## src/rtl/transcription_sequencer_pkg.sv

```systemverilog
// Shared types and constants for the note transcription sequencer.
package transcription_pkg;

    localparam int unsigned NUM_SLOTS = 160;
    localparam int unsigned NOTE_W    = 6;
    localparam int unsigned ADDR_W    = 8;

    localparam logic [NOTE_W-1:0] REST_NOTE = '0;

    typedef enum logic [2:0] {
        StIdle,
        StClear,
        StCountIn,
        StCapture,
        StDone
    } state_t;

endpackage

```

## src/rtl/transcription_sequencer_if.sv

```systemverilog
// Control/note inputs and note-store write bus of the transcription sequencer.
interface transcription_sequencer_if #(
    parameter int unsigned PERIOD_W = 26
);

    logic                               arm_in;
    logic [PERIOD_W-1:0]                period_in;
    logic [transcription_pkg::NOTE_W-1:0] note_in;
    logic                               note_valid_in;
    logic                               wr_en_out;
    logic [transcription_pkg::ADDR_W-1:0] wr_addr_out;
    logic [transcription_pkg::NOTE_W-1:0] wr_data_out;
    logic                               beat_out;
    logic                               busy_out;
    logic                               done_out;

    modport master (
        output arm_in, period_in, note_in, note_valid_in,
        input  wr_en_out, wr_addr_out, wr_data_out, beat_out, busy_out, done_out
    );

    modport slave (
        input  arm_in, period_in, note_in, note_valid_in,
        output wr_en_out, wr_addr_out, wr_data_out, beat_out, busy_out, done_out
    );

endinterface

```

## src/rtl/transcription_sequencer_eighth_timer.sv

```systemverilog
// Eighth-note timer: clamped period latch and wrapping tick counter with boundary strobe.
module eighth_timer #(
    parameter int unsigned PERIOD_W   = 26,
    parameter int unsigned MIN_PERIOD = 2
) (
    input  logic                clk_in,
    input  logic                rst_in,
    input  logic                load_i,
    input  logic                clear_i,
    input  logic                en_i,
    input  logic [PERIOD_W-1:0] period_i,
    output logic                boundary_o
);

    localparam logic [PERIOD_W-1:0] MinP = PERIOD_W'(MIN_PERIOD);

    logic [PERIOD_W-1:0] period_q, period_d;
    logic [PERIOD_W-1:0] cnt_q, cnt_d;

    assign boundary_o = en_i && !clear_i && (cnt_q == period_q - PERIOD_W'(1));

    always_comb begin
        period_d = period_q;
        if (load_i) begin
            period_d = (period_i < MinP) ? MinP : period_i;
        end
        cnt_d = cnt_q;
        if (clear_i) begin
            cnt_d = '0;
        end else if (en_i) begin
            cnt_d = boundary_o ? '0 : cnt_q + PERIOD_W'(1);
        end
    end

    always_ff @(posedge clk_in) begin
        if (rst_in) begin
            period_q <= MinP;
            cnt_q    <= '0;
        end else begin
            period_q <= period_d;
            cnt_q    <= cnt_d;
        end
    end

endmodule

```

## src/rtl/transcription_sequencer.sv

```systemverilog
// Recording sequencer: clears the note store, plays a count-in, then captures one note per eighth.
module transcription_sequencer
    import transcription_pkg::*;
#(
    parameter int unsigned PERIOD_W   = 26,
    parameter int unsigned COUNT_IN   = 8,
    parameter int unsigned MIN_PERIOD = 2
) (
    input logic                      clk_in,
    input logic                      rst_in,
    transcription_sequencer_if.slave bus
);

    localparam logic [ADDR_W-1:0] LastSlot = ADDR_W'(NUM_SLOTS - 1);

    state_t              state_q, state_d;
    logic                arm_q;
    logic [ADDR_W-1:0]   slot_q, slot_d;
    logic [NOTE_W-1:0]   held_q, held_d;
    logic                seen_q, seen_d;
    logic                wr_en_q, wr_en_d;
    logic [ADDR_W-1:0]   wr_addr_q, wr_addr_d;
    logic [NOTE_W-1:0]   wr_data_q, wr_data_d;
    logic                beat_q, beat_d;
    logic                busy_q, busy_d;
    logic                done_q, done_d;
    logic                arm_rise, boundary, timer_en;

    assign arm_rise = bus.arm_in && !arm_q;
    assign timer_en = (state_q == StCountIn) || (state_q == StCapture);

    eighth_timer #(
        .PERIOD_W   (PERIOD_W),
        .MIN_PERIOD (MIN_PERIOD)
    ) u_timer (
        .clk_in     (clk_in),
        .rst_in     (rst_in),
        .load_i     ((state_q == StIdle) && arm_rise),
        .clear_i    (!timer_en),
        .en_i       (timer_en),
        .period_i   (bus.period_in),
        .boundary_o (boundary)
    );

    // arm_q tracks arm_in even in reset so a level held across reset release is not an edge.
    always_ff @(posedge clk_in) begin
        arm_q <= bus.arm_in;
        if (rst_in) begin
            state_q <= StIdle;
        end else begin
            state_q <= state_d;
        end
    end

    always_comb begin
        state_d = state_q;
        unique case (state_q)
            StIdle:    if (arm_rise) state_d = StClear;
            StClear: begin
                if (!bus.arm_in) state_d = StIdle;
                else if (slot_q == LastSlot) state_d = (COUNT_IN == 0) ? StCapture : StCountIn;
            end
            StCountIn: begin
                if (!bus.arm_in) state_d = StIdle;
                else if (boundary && (32'(slot_q) + 1 >= COUNT_IN)) state_d = StCapture;
            end
            StCapture: begin
                if (!bus.arm_in) state_d = StIdle;
                else if (boundary && slot_q == LastSlot) state_d = StDone;
            end
            StDone:    if (!bus.arm_in) state_d = StIdle;
            default:   state_d = StIdle;
        endcase
    end

    always_comb begin
        slot_d    = slot_q;
        held_d    = held_q;
        seen_d    = seen_q;
        wr_en_d   = 1'b0;
        wr_addr_d = '0;
        wr_data_d = '0;
        beat_d    = 1'b0;
        busy_d    = (state_d == StClear) || (state_d == StCountIn) || (state_d == StCapture);
        done_d    = (state_d == StDone);
        unique case (state_q)
            StClear: if (bus.arm_in) begin
                wr_en_d   = 1'b1;
                wr_addr_d = slot_q;
                wr_data_d = REST_NOTE;
                slot_d    = (slot_q == LastSlot) ? '0 : slot_q + ADDR_W'(1);
            end
            StCountIn: if (bus.arm_in && boundary) begin
                beat_d = 1'b1;
                slot_d = (state_d == StCapture) ? '0 : slot_q + ADDR_W'(1);
            end
            StCapture: if (bus.arm_in) begin
                if (bus.note_valid_in) begin
                    held_d = bus.note_in;
                    seen_d = 1'b1;
                end
                // A strobe on the boundary cycle still belongs to the slot that is ending.
                if (boundary) begin
                    beat_d    = 1'b1;
                    wr_en_d   = 1'b1;
                    wr_addr_d = slot_q;
                    wr_data_d = bus.note_valid_in ? bus.note_in : (seen_q ? held_q : REST_NOTE);
                    held_d    = REST_NOTE;
                    seen_d    = 1'b0;
                    slot_d    = slot_q + ADDR_W'(1);
                end
            end
            default: ;
        endcase
        if (state_d == StIdle) begin
            slot_d = '0;
            held_d = REST_NOTE;
            seen_d = 1'b0;
        end
    end

    always_ff @(posedge clk_in) begin
        if (rst_in) begin
            slot_q    <= '0;
            held_q    <= REST_NOTE;
            seen_q    <= 1'b0;
            wr_en_q   <= 1'b0;
            wr_addr_q <= '0;
            wr_data_q <= '0;
            beat_q    <= 1'b0;
            busy_q    <= 1'b0;
            done_q    <= 1'b0;
        end else begin
            slot_q    <= slot_d;
            held_q    <= held_d;
            seen_q    <= seen_d;
            wr_en_q   <= wr_en_d;
            wr_addr_q <= wr_addr_d;
            wr_data_q <= wr_data_d;
            beat_q    <= beat_d;
            busy_q    <= busy_d;
            done_q    <= done_d;
        end
    end

    assign bus.wr_en_out   = wr_en_q;
    assign bus.wr_addr_out = wr_addr_q;
    assign bus.wr_data_out = wr_data_q;
    assign bus.beat_out    = beat_q;
    assign bus.busy_out    = busy_q;
    assign bus.done_out    = done_q;

endmodule

```

## src/flat_wrapper.sv

```systemverilog
// flat-port wrapper written by rule: the top's interface ports become plain ports
module transcription_sequencer_flat import transcription_pkg::*;
#(
    parameter int unsigned PERIOD_W   = 26,
    parameter int unsigned COUNT_IN   = 8,
    parameter int unsigned MIN_PERIOD = 2
)
  (clk_in, rst_in, bus_arm_in, bus_period_in, bus_note_in, bus_note_valid_in, bus_wr_en_out, bus_wr_addr_out, bus_wr_data_out, bus_beat_out, bus_busy_out, bus_done_out);
  transcription_sequencer_if #(.PERIOD_W(PERIOD_W)) bus_i ();
  input logic clk_in;
  input logic rst_in;
  input wire logic [$bits(bus_i.arm_in)-1:0] bus_arm_in;
  input wire logic [$bits(bus_i.period_in)-1:0] bus_period_in;
  input wire logic [$bits(bus_i.note_in)-1:0] bus_note_in;
  input wire logic [$bits(bus_i.note_valid_in)-1:0] bus_note_valid_in;
  output wire logic [$bits(bus_i.wr_en_out)-1:0] bus_wr_en_out;
  output wire logic [$bits(bus_i.wr_addr_out)-1:0] bus_wr_addr_out;
  output wire logic [$bits(bus_i.wr_data_out)-1:0] bus_wr_data_out;
  output wire logic [$bits(bus_i.beat_out)-1:0] bus_beat_out;
  output wire logic [$bits(bus_i.busy_out)-1:0] bus_busy_out;
  output wire logic [$bits(bus_i.done_out)-1:0] bus_done_out;
  assign bus_i.arm_in = bus_arm_in;
  assign bus_i.period_in = bus_period_in;
  assign bus_i.note_in = bus_note_in;
  assign bus_i.note_valid_in = bus_note_valid_in;
  assign bus_wr_en_out = bus_i.wr_en_out;
  assign bus_wr_addr_out = bus_i.wr_addr_out;
  assign bus_wr_data_out = bus_i.wr_data_out;
  assign bus_beat_out = bus_i.beat_out;
  assign bus_busy_out = bus_i.busy_out;
  assign bus_done_out = bus_i.done_out;
  transcription_sequencer #(.PERIOD_W(PERIOD_W), .COUNT_IN(COUNT_IN), .MIN_PERIOD(MIN_PERIOD)) u_core (.clk_in(clk_in), .rst_in(rst_in), .bus(bus_i));
endmodule
```

## config.mk

```make
export PLATFORM = sky130hd
export DESIGN_NAME = transcription_sequencer_flat
export DESIGN_NICKNAME = d
export VERILOG_FILES = /design/src/rtl/transcription_sequencer_pkg.sv /design/src/rtl/transcription_sequencer_if.sv /design/src/rtl/transcription_sequencer_eighth_timer.sv /design/src/rtl/transcription_sequencer.sv /design/src/flat_wrapper.sv
export SDC_FILE = /design/constraint.sdc
export NUM_CORES = 1
export LEC_CHECK = 0
export BUFFER_PORTS_ARGS = -buffer_cell sky130_fd_sc_hd__buf_4
export CORE_MARGIN = 8
export CORE_UTILIZATION = 59
export CTS_CLUSTER_SIZE = 10
export DETAILED_ROUTE_END_ITERATION = 12
export PLACE_DENSITY = 0.8
export SLEW_MARGIN = 20
export SYNTH_ARGS = -nofsm -noshare
export SYNTH_HDL_FRONTEND = slang
export SYNTH_HIERARCHICAL = 1
export SYNTH_SLANG_ARGS = --single-unit
```

## constraint.sdc

```tcl
create_clock -name clk_in -period 4.1 [get_ports clk_in]
set_input_delay 0.205 -clock clk_in [delete_from_list [all_inputs] [get_ports clk_in]]
set_output_delay 0.205 -clock clk_in [all_outputs]
set_load 0.005 [all_outputs]
```

; Word-level counts from Yosys, hierarchy flattened
; Cells that the tools add are included.
[word_totals]
register_bits = 89
in_bits = 36
out_inout_bits = 18
wordCells = 89
[op_classes]
addsub = 4
magnitude_cmp = 2
eq_ne = 14
mux = 33
n_bitwise = 4
reduce_logical = 19
[op_table]
columns = cell, n
row1 = 2-to-1 mux 8 bit, 9
row2 = ">= comparator 32 x 4 -> 1 bit, second input constant", 1
row3 = "adder 26 x 1 -> 26 bit, second input constant", 1
row4 = equality test 26 bit, 1
row5 = "< comparator 26 x 2 -> 1 bit, second input constant", 1
row6 = 2-to-1 mux 26 bit, 1
row7 = "subtractor 26 x 1 -> 26 bit, second input constant", 1
row8 = 2-to-1 mux 3 bit, 8
row9 = 2-to-1 mux 6 bit, 4
row10 = case mux 8 bit (3 select lines), 1
row11 = case mux 8 bit (2 select lines), 1
row12 = case mux 3 bit (5 select lines), 1
row13 = "equality test 3 x 2 -> 1 bit, second input constant", 4
row14 = "adder 8 x 1 -> 9 bit, second input constant", 1
row15 = "adder 8 x 1 -> 8 bit, second input constant", 1
row16 = "equality test 8 bit, second input constant", 1
row17 = "equality test 3 x 1 -> 1 bit, second input constant", 2
row18 = "equality test 3 bit, second input constant", 2
row19 = logical AND 1 bit, 6
row20 = logical NOT 3 bit, 2
row21 = 2-to-1 mux 1 bit, 6
row22 = "!= test 2 bit, second input constant", 3
row23 = AND reduction 5 bit, 1
row24 = NOT 1 bit, 4
row25 = other kinds (10), 13

; Logic depth before layout (Yosys ltp)
[depth]
ltp_word = 11
ltp_mapped = 14
depth_no_buf = 13

; Hierarchy
; Netlist, hierarchy kept.
[modules_own_cells]
columns = mod, instances, cells_each, area_per_inst_um2, seq_area_each_um2
row1 = eighth_timer, 1, 357, 3069.2, 1041.0
row2 = transcription_sequencer, 1, 180, 1595.3, 740.7

; Least setup slack after synthesis
; Ideal clock, no wire load.
[synth_path]
path_type = register -> register
start = register u_core.u_timer.period_q[0]
end = register u_core.slot_q[4]
setup_time_ns = 0.130
arrival_ns = 3.257
t_required_ns = 3.970
path_slack_ns = 0.713
path_stages_with_launch = 14
path_buffers = 1
synth_period_minus_slack_ns = 3.387
path_cell_list = dfxtp_1 inv_1 ha_1 or4b_4 nor4_1 xnor2_1 nor4b_2 nand4_1 nor3_1 and3b_1 o21bai_1 o211a_2 buf_1 nor3_1
[synth_between]
elab_chain_len = 11
elab_cells_between_ends = 20
classes_between = 1 x add/sub / 4 x eq/ne / 8 x mux / 7 x reduce/logical
[synth_lines]
columns = element, line_no
row1 = "start, declared", transcription_sequencer_eighth_timer.sv:17  ; logic [PERIOD_W-1:0] period_q, period_d;
row2 = "start signal, assigned", transcription_sequencer_eighth_timer.sv:37  ; period_q <= MinP;
row3 = "start signal, assigned", transcription_sequencer_eighth_timer.sv:40  ; period_q <= period_d;
row4 = subtractor 26 x 1 -> 26 bit *, transcription_sequencer_eighth_timer.sv:20  ; assign boundary_o = en_i && !clear_i && (cnt_q == period_q - PERIOD_W'(1));
row5 = equality test 26 bit *, transcription_sequencer_eighth_timer.sv:20
row6 = logical AND 1 bit *, transcription_sequencer_eighth_timer.sv:20
row7 = via u_core.boundary, transcription_sequencer.sv:27  ; logic arm_rise, boundary, timer_en;
row8 = logical AND 1 bit (on tied branches), "transcription_sequencer.sv:69, transcription_sequencer.sv:65"
row9 = 2-to-1 mux 3 bit (on tied branches), "transcription_sequencer.sv:69, transcription_sequencer.sv:65"
row10 = 2-to-1 mux 3 bit (on tied branches), "transcription_sequencer.sv:68, transcription_sequencer.sv:64"
row11 = case mux 3 bit (5 select lines), transcription_sequencer.sv:57  ; unique case (state_q)
row12 = equality test 3 x 2 -> 1 bit, transcription_sequencer.sv:95  ; slot_d = (state_d == StCapture) ? '0 : slot_q + ADDR_W'(1);
row13 = 2-to-1 mux 8 bit, transcription_sequencer.sv:95
row14 = 2-to-1 mux 8 bit, transcription_sequencer.sv:93  ; StCountIn: if (bus.arm_in && boundary) begin
row15 = case mux 8 bit (3 select lines), transcription_sequencer.sv:86  ; unique case (state_q)
row16 = "end signal, assigned", transcription_sequencer.sv:134  ; slot_q <= slot_d;
row17 = "end, declared", transcription_sequencer.sv:18  ; logic [ADDR_W-1:0] slot_q, slot_d;
; Mark *: on every way through the listed nets, which the timed path passes. The rest lies on a longest branch. The select of a mux whose other input is x is not followed.
; A chain may end at the register's enable or synchronous reset.

; Final worst setup path
[layout_path]
start = register u_core.u_timer.period_q[0]
end = register u_core.seen_q
[layout_between]
elab_chain_len = 9
elab_cells_between_ends = 15
classes_between = 1 x add/sub / 1 x eq/ne / 6 x mux / 7 x reduce/logical
[layout_lines]
columns = element, line_no
row1 = subtractor 26 x 1 -> 26 bit *, transcription_sequencer_eighth_timer.sv:20
row2 = equality test 26 bit *, transcription_sequencer_eighth_timer.sv:20
row3 = logical AND 1 bit *, transcription_sequencer_eighth_timer.sv:20
row4 = via u_core.boundary, transcription_sequencer.sv:27
row5 = logical AND 1 bit (on tied branches), "transcription_sequencer.sv:69, transcription_sequencer.sv:65"
row6 = 2-to-1 mux 3 bit (on tied branches), "transcription_sequencer.sv:69, transcription_sequencer.sv:65"
row7 = 2-to-1 mux 3 bit (on tied branches), "transcription_sequencer.sv:68, transcription_sequencer.sv:64"
row8 = case mux 3 bit (5 select lines), transcription_sequencer.sv:57
row9 = logical NOT 3 bit, transcription_sequencer.sv:115  ; if (state_d == StIdle) begin
row10 = OR reduction 2 bit (no source line), -
row11 = "end signal, assigned", transcription_sequencer.sv:136  ; seen_q <= seen_d;
row12 = "end, declared", transcription_sequencer.sv:20  ; logic seen_q, seen_d;
; Mark *: on every way through the listed nets, which the timed path passes. The rest lies on a longest branch.

==> metrics.md <==
| Metric | Value |
|---|---|
| Status | `complete, no violations` |
| Reg-to-reg endpoint | `u_core/seen_q` |
| Hold WC Path Type | `in2reg` |
| Syn Std Cell Area | `4660 um^2` |
| Vias in the first global route | `3890` |
| GRT overflow | `0` |
| Total clock sinks | `89` |
| Drt via density | `5.88` |
| Site Rows | `32` |
| Antenna Nets Post-Route | `0` |
| Final instance count without filler cells | `692` |
| Register-to-Register Path Depth | `13` |
| Clk Tree Root Cell | `clkbuf_8` |
| Worst min-delay path startpoint | `bus_note_in[3]` |
| Area of the multi-input gates | `2750 um^2` |
| Post-synth EDFFs | `0` |
| Num CTS Buffers | `9` |
| Slowest cell on crit path | `a2111oi_0` |
| Die X | `105 um` |
| Post-CTS Setup Bufs | `0` |
| Power density over cell area | `323 nW/um^2` |
| Placed wire-length estimate | `8.06 mm` |
| IO Port Bufs | `53` |
| Final clock skew | `0.00804 ns` |
| Wire length of the first global-routing pass | `18.4 mm` |
| CP startpoint kind | `register` |
| Share of cells above drive strength 1 | `16.3%` |
| CTS tree | `built` |
| Worst Tran Pin Value | `0.998 ns` |
| Commonest cells after routing, fill and taps aside | `89 x dfxtp_1, 88 x nor2_1, 59 x buf_4, 35 x nand2_1, 34 x xor2_1` |
| Pre-antenna DRT Iters | `5` |
| Crit end category | `register` |
| DRC Markers | `0` |
| Nets@finish | `625` |
| Syn Inst Count | `537` |
| DIE AREA | `11000 um^2` |
| DR iter-0 viols | `237` |
| Distinct cells, synth | `69` |
| Leak | `1.98 nW` |
| Clock Latency Late Sink | `0.36 ns` |
| Worst reg2reg startpoint | `u_core/u_timer/period_q[0]` |
| Clk buf depth | `2` |
| Sequential fraction of the synthesis area | `38.2%` |
| H-tree depth | `3` |
| Gr usage total | `19.8%` |
| Final setup viols | `0` |
| Pre-CTS setup slack | `0.284 ns` |
| Largest net degree at the start of global routing | `35` |
| Minimum clock period | `3.78 ns` |
| Crit path DAT | `4.01 ns` |
| Relative slew slack | `33.4%` |
| Initial core utilization | `60.7%` |
| Cells after DPL | `675` |
| Hold path depth | `3` |
| GP Congestion | `0.892` |
| Max Clk Rate | `265 MHz` |
| Initial antenna violation count | `0` |
| Antenna Cells | `0` |
| Max FO, Critical Path | `11` |
| Syn Nets | `577` |
| Fin Setup TNS | `0 ns` |
| Period utilization | `92.2%` |
| Req. time, crit path | `4.33 ns` |
| Core area | `7690 um^2` |
| Reg2Reg Setup Slack | `0.32 ns` |
| Most common cell after layout, fill and taps aside | `dfxtp_1` |
| Final-report max-slew violation count | `0` |
| Area growth from synthesis to layout | `14.6%` |
| DRT Wirelength | `11.1 mm` |
| Setup WS post-layout | `0.320 ns` |
| Setup Crit Path Kind | `reg2reg` |
| FFs w/ async S/R, synth | `0%` |
| Synth Warn # | `6` |
| Worst VDD drop | `199 uV` |
| Max Cap Viol | `0` |
| Ports | `54` |
| Final-layout fill cell count | `650` |
| Syn Area/Cell | `8.69 um^2` |
| WL/cell | `16.0 um` |
| Die Y | `105 um` |
| RSZ-0062 raised after global routing | `false` |
| Post-synthesis sequential element count | `89` |
| CP peak stage delay | `0.44 ns` |
| WHS Endpoint | `u_core/bus.wr_data_out[3]` |
| Hold Violations, Final | `0` |
| Final Core Density | `69.5%` |
| Total number of vias | `4069` |
| Main flop type after synthesis | `dfxtp_1` |
| CP Cell Sequence | `inv_1 > ha_1 > nor4b_4 > a21oi_1 > a311o_1 > a2111oi_0 > nand4_1 > nor3_1 > and3b_1 > o21bai_1 > o211a_2 > buf_4 > a211oi_1` |
| CTS clk-pin slew, worst paths | `0.09 ns` |
| Sequential cell area | `1780 um^2` |
==> area by class of cell <==
| type | instances | share of cell area [%] |
|---|---|---|
| multi-input combinational | 417 | 51.4 |
| inverter | 8 | 0.562 |
| timing repair buffer | 60 | 8.48 |
| clock buffer | 11 | 2.65 |
| clock inverter | 5 | 1.17 |
| sequential | 89 | 33.3 |
| tap | 102 | 2.39 |
==> kinds of logic (layout without fill, tap and decap cells) <==
kind of cell / count (synthesis) / in the layout / synth area share (%)
AND/OR/NAND/NOR: 251 / 251 / 29.0
flip-flops: 89 / 89 / 38.2
AO/OA/AOI/OAI: 74 / 74 / 11.0
XOR/XNOR: 62 / 62 / 11.9
buffers and inverters: 31 / 84 / 3.25
multiplexers: 26 / 26 / 5.58
adder cells (fa/ha/maj): 4 / 4 / 1.07
==> flip-flops by register name, indices dropped and copies added (netlist names) <==
signal,count
u_core/bus.wr_en_out,1
u_core/bus.done_out,1
u_core/u_timer/period_q,26
u_core/u_timer/cnt_q,26
u_core/state_q,3
u_core/bus.beat_out,1
u_core/bus.busy_out,1
u_core/seen_q,1
u_core/arm_q,1
u_core/slot_q,8
u_core/held_q,6
u_core/bus.wr_addr_out,8
u_core/bus.wr_data_out,6
==> routing by layer <==
metal / up-vias / wire [um] / global-route usage [%]
li1: 2003 / - / -
met1: 1905 / 4740 / 23.2
met2: 135 / 5500 / 34.6
met3: 26 / 594 / 4.73
met4: 0 / 254 / 6.83
met5: - / 0 / 0
==> power by group <==
group	internal, mW	switching (mW)
registers	0.878	0.0249
logic	0.0950	0.106
clock network	0.303	0.321
==> worst max-delay path, delay by kind of cell, from the launching register on <==
| family | cells | cell delay [ns] |
|---|---|---|
| AOI/OAI and AO/OA | 6 | 1.42 |
| adders and majority gates | 1 | 0.26 |
| buffers and inverters | 2 | 0.29 |
| DFF | 1 | 0.39 |
| and+or+nand+nor | 4 | 1.28 |
==> through the flow <==
| step | hold slack (ns) | power, mW | instance area, um^2 |
|---|---|---|---|
| finish | 0.0787 | 1.73 | 5340 |
| global route | 0.0828 | 1.80 | 5340 |
| CTS | 0.0787 | 1.74 | 5340 |
| detailed placement | 0.358 | 1.12 | 5120 |
| global placement | 0.354 | 1.11 | 5120 |
| floorplan | 0.233 | 1.05 | 4660 |
==> timing repair <==
| item | in CTS | in global routing |
|---|---|---|
| hold endpoints to repair | 1 | 0 |
| hold buffers | 1 | 0 |
| gates resized for setup | 0 | 1 |
| setup endpoints to repair | 0 | 18 |
==> cell usage after synthesis (4+ instances only) <==
| cell | instances | share of area [%] |
|---|---|---|
| xnor2_1 | 27 | 5.1 |
| dfxtp_1 | 89 | 38 |
| o31ai_1 | 4 | 0.64 |
| nand3_1 | 17 | 1.8 |
| nand3b_1 | 6 | 0.97 |
| o21ai_0 | 10 | 1.1 |
| inv_1 | 8 | 0.64 |
| buf_2 | 4 | 0.43 |
| xor2_1 | 34 | 6.4 |
| or3_1 | 5 | 0.67 |
| nor3_1 | 12 | 1.3 |
| nand2b_1 | 7 | 0.94 |
| and2_1 | 9 | 1.2 |
| a21oi_1 | 20 | 2.1 |
| clkbuf_1 | 14 | 1.1 |
| and4_1 | 5 | 0.94 |
| nand4_1 | 15 | 2.0 |
| ha_1 | 4 | 1.1 |
| mux2i_1 | 26 | 5.6 |
| nor4_1 | 14 | 1.9 |
| buf_6 | 4 | 0.97 |
| nor2_1 | 88 | 7.1 |
| a211oi_1 | 5 | 0.80 |
| nand2_1 | 35 | 2.8 |
| and3_1 | 9 | 1.2 |
==> how the worst max path moves through the flow <==
| stage | endpoint | from | depth (start not counted) |
|---|---|---|---|
| final | u_core/seen_q | u_core/u_timer/period_q[0] | 13 |
| after global routing | u_core/seen_q | u_core/state_q[1] | 12 |
| after CTS | u_core/seen_q | u_core/u_timer/period_q[0] | 13 |
| after detailed placement | u_core/seen_q | u_core/u_timer/period_q[0] | 13 |
| after global placement | u_core/slot_q[0] | u_core/u_timer/period_q[0] | 13 |
| after floorplan | u_core/slot_q[4] | u_core/u_timer/period_q[0] | 13 |
No activity file was read; power rests on OpenSTA's default activity.
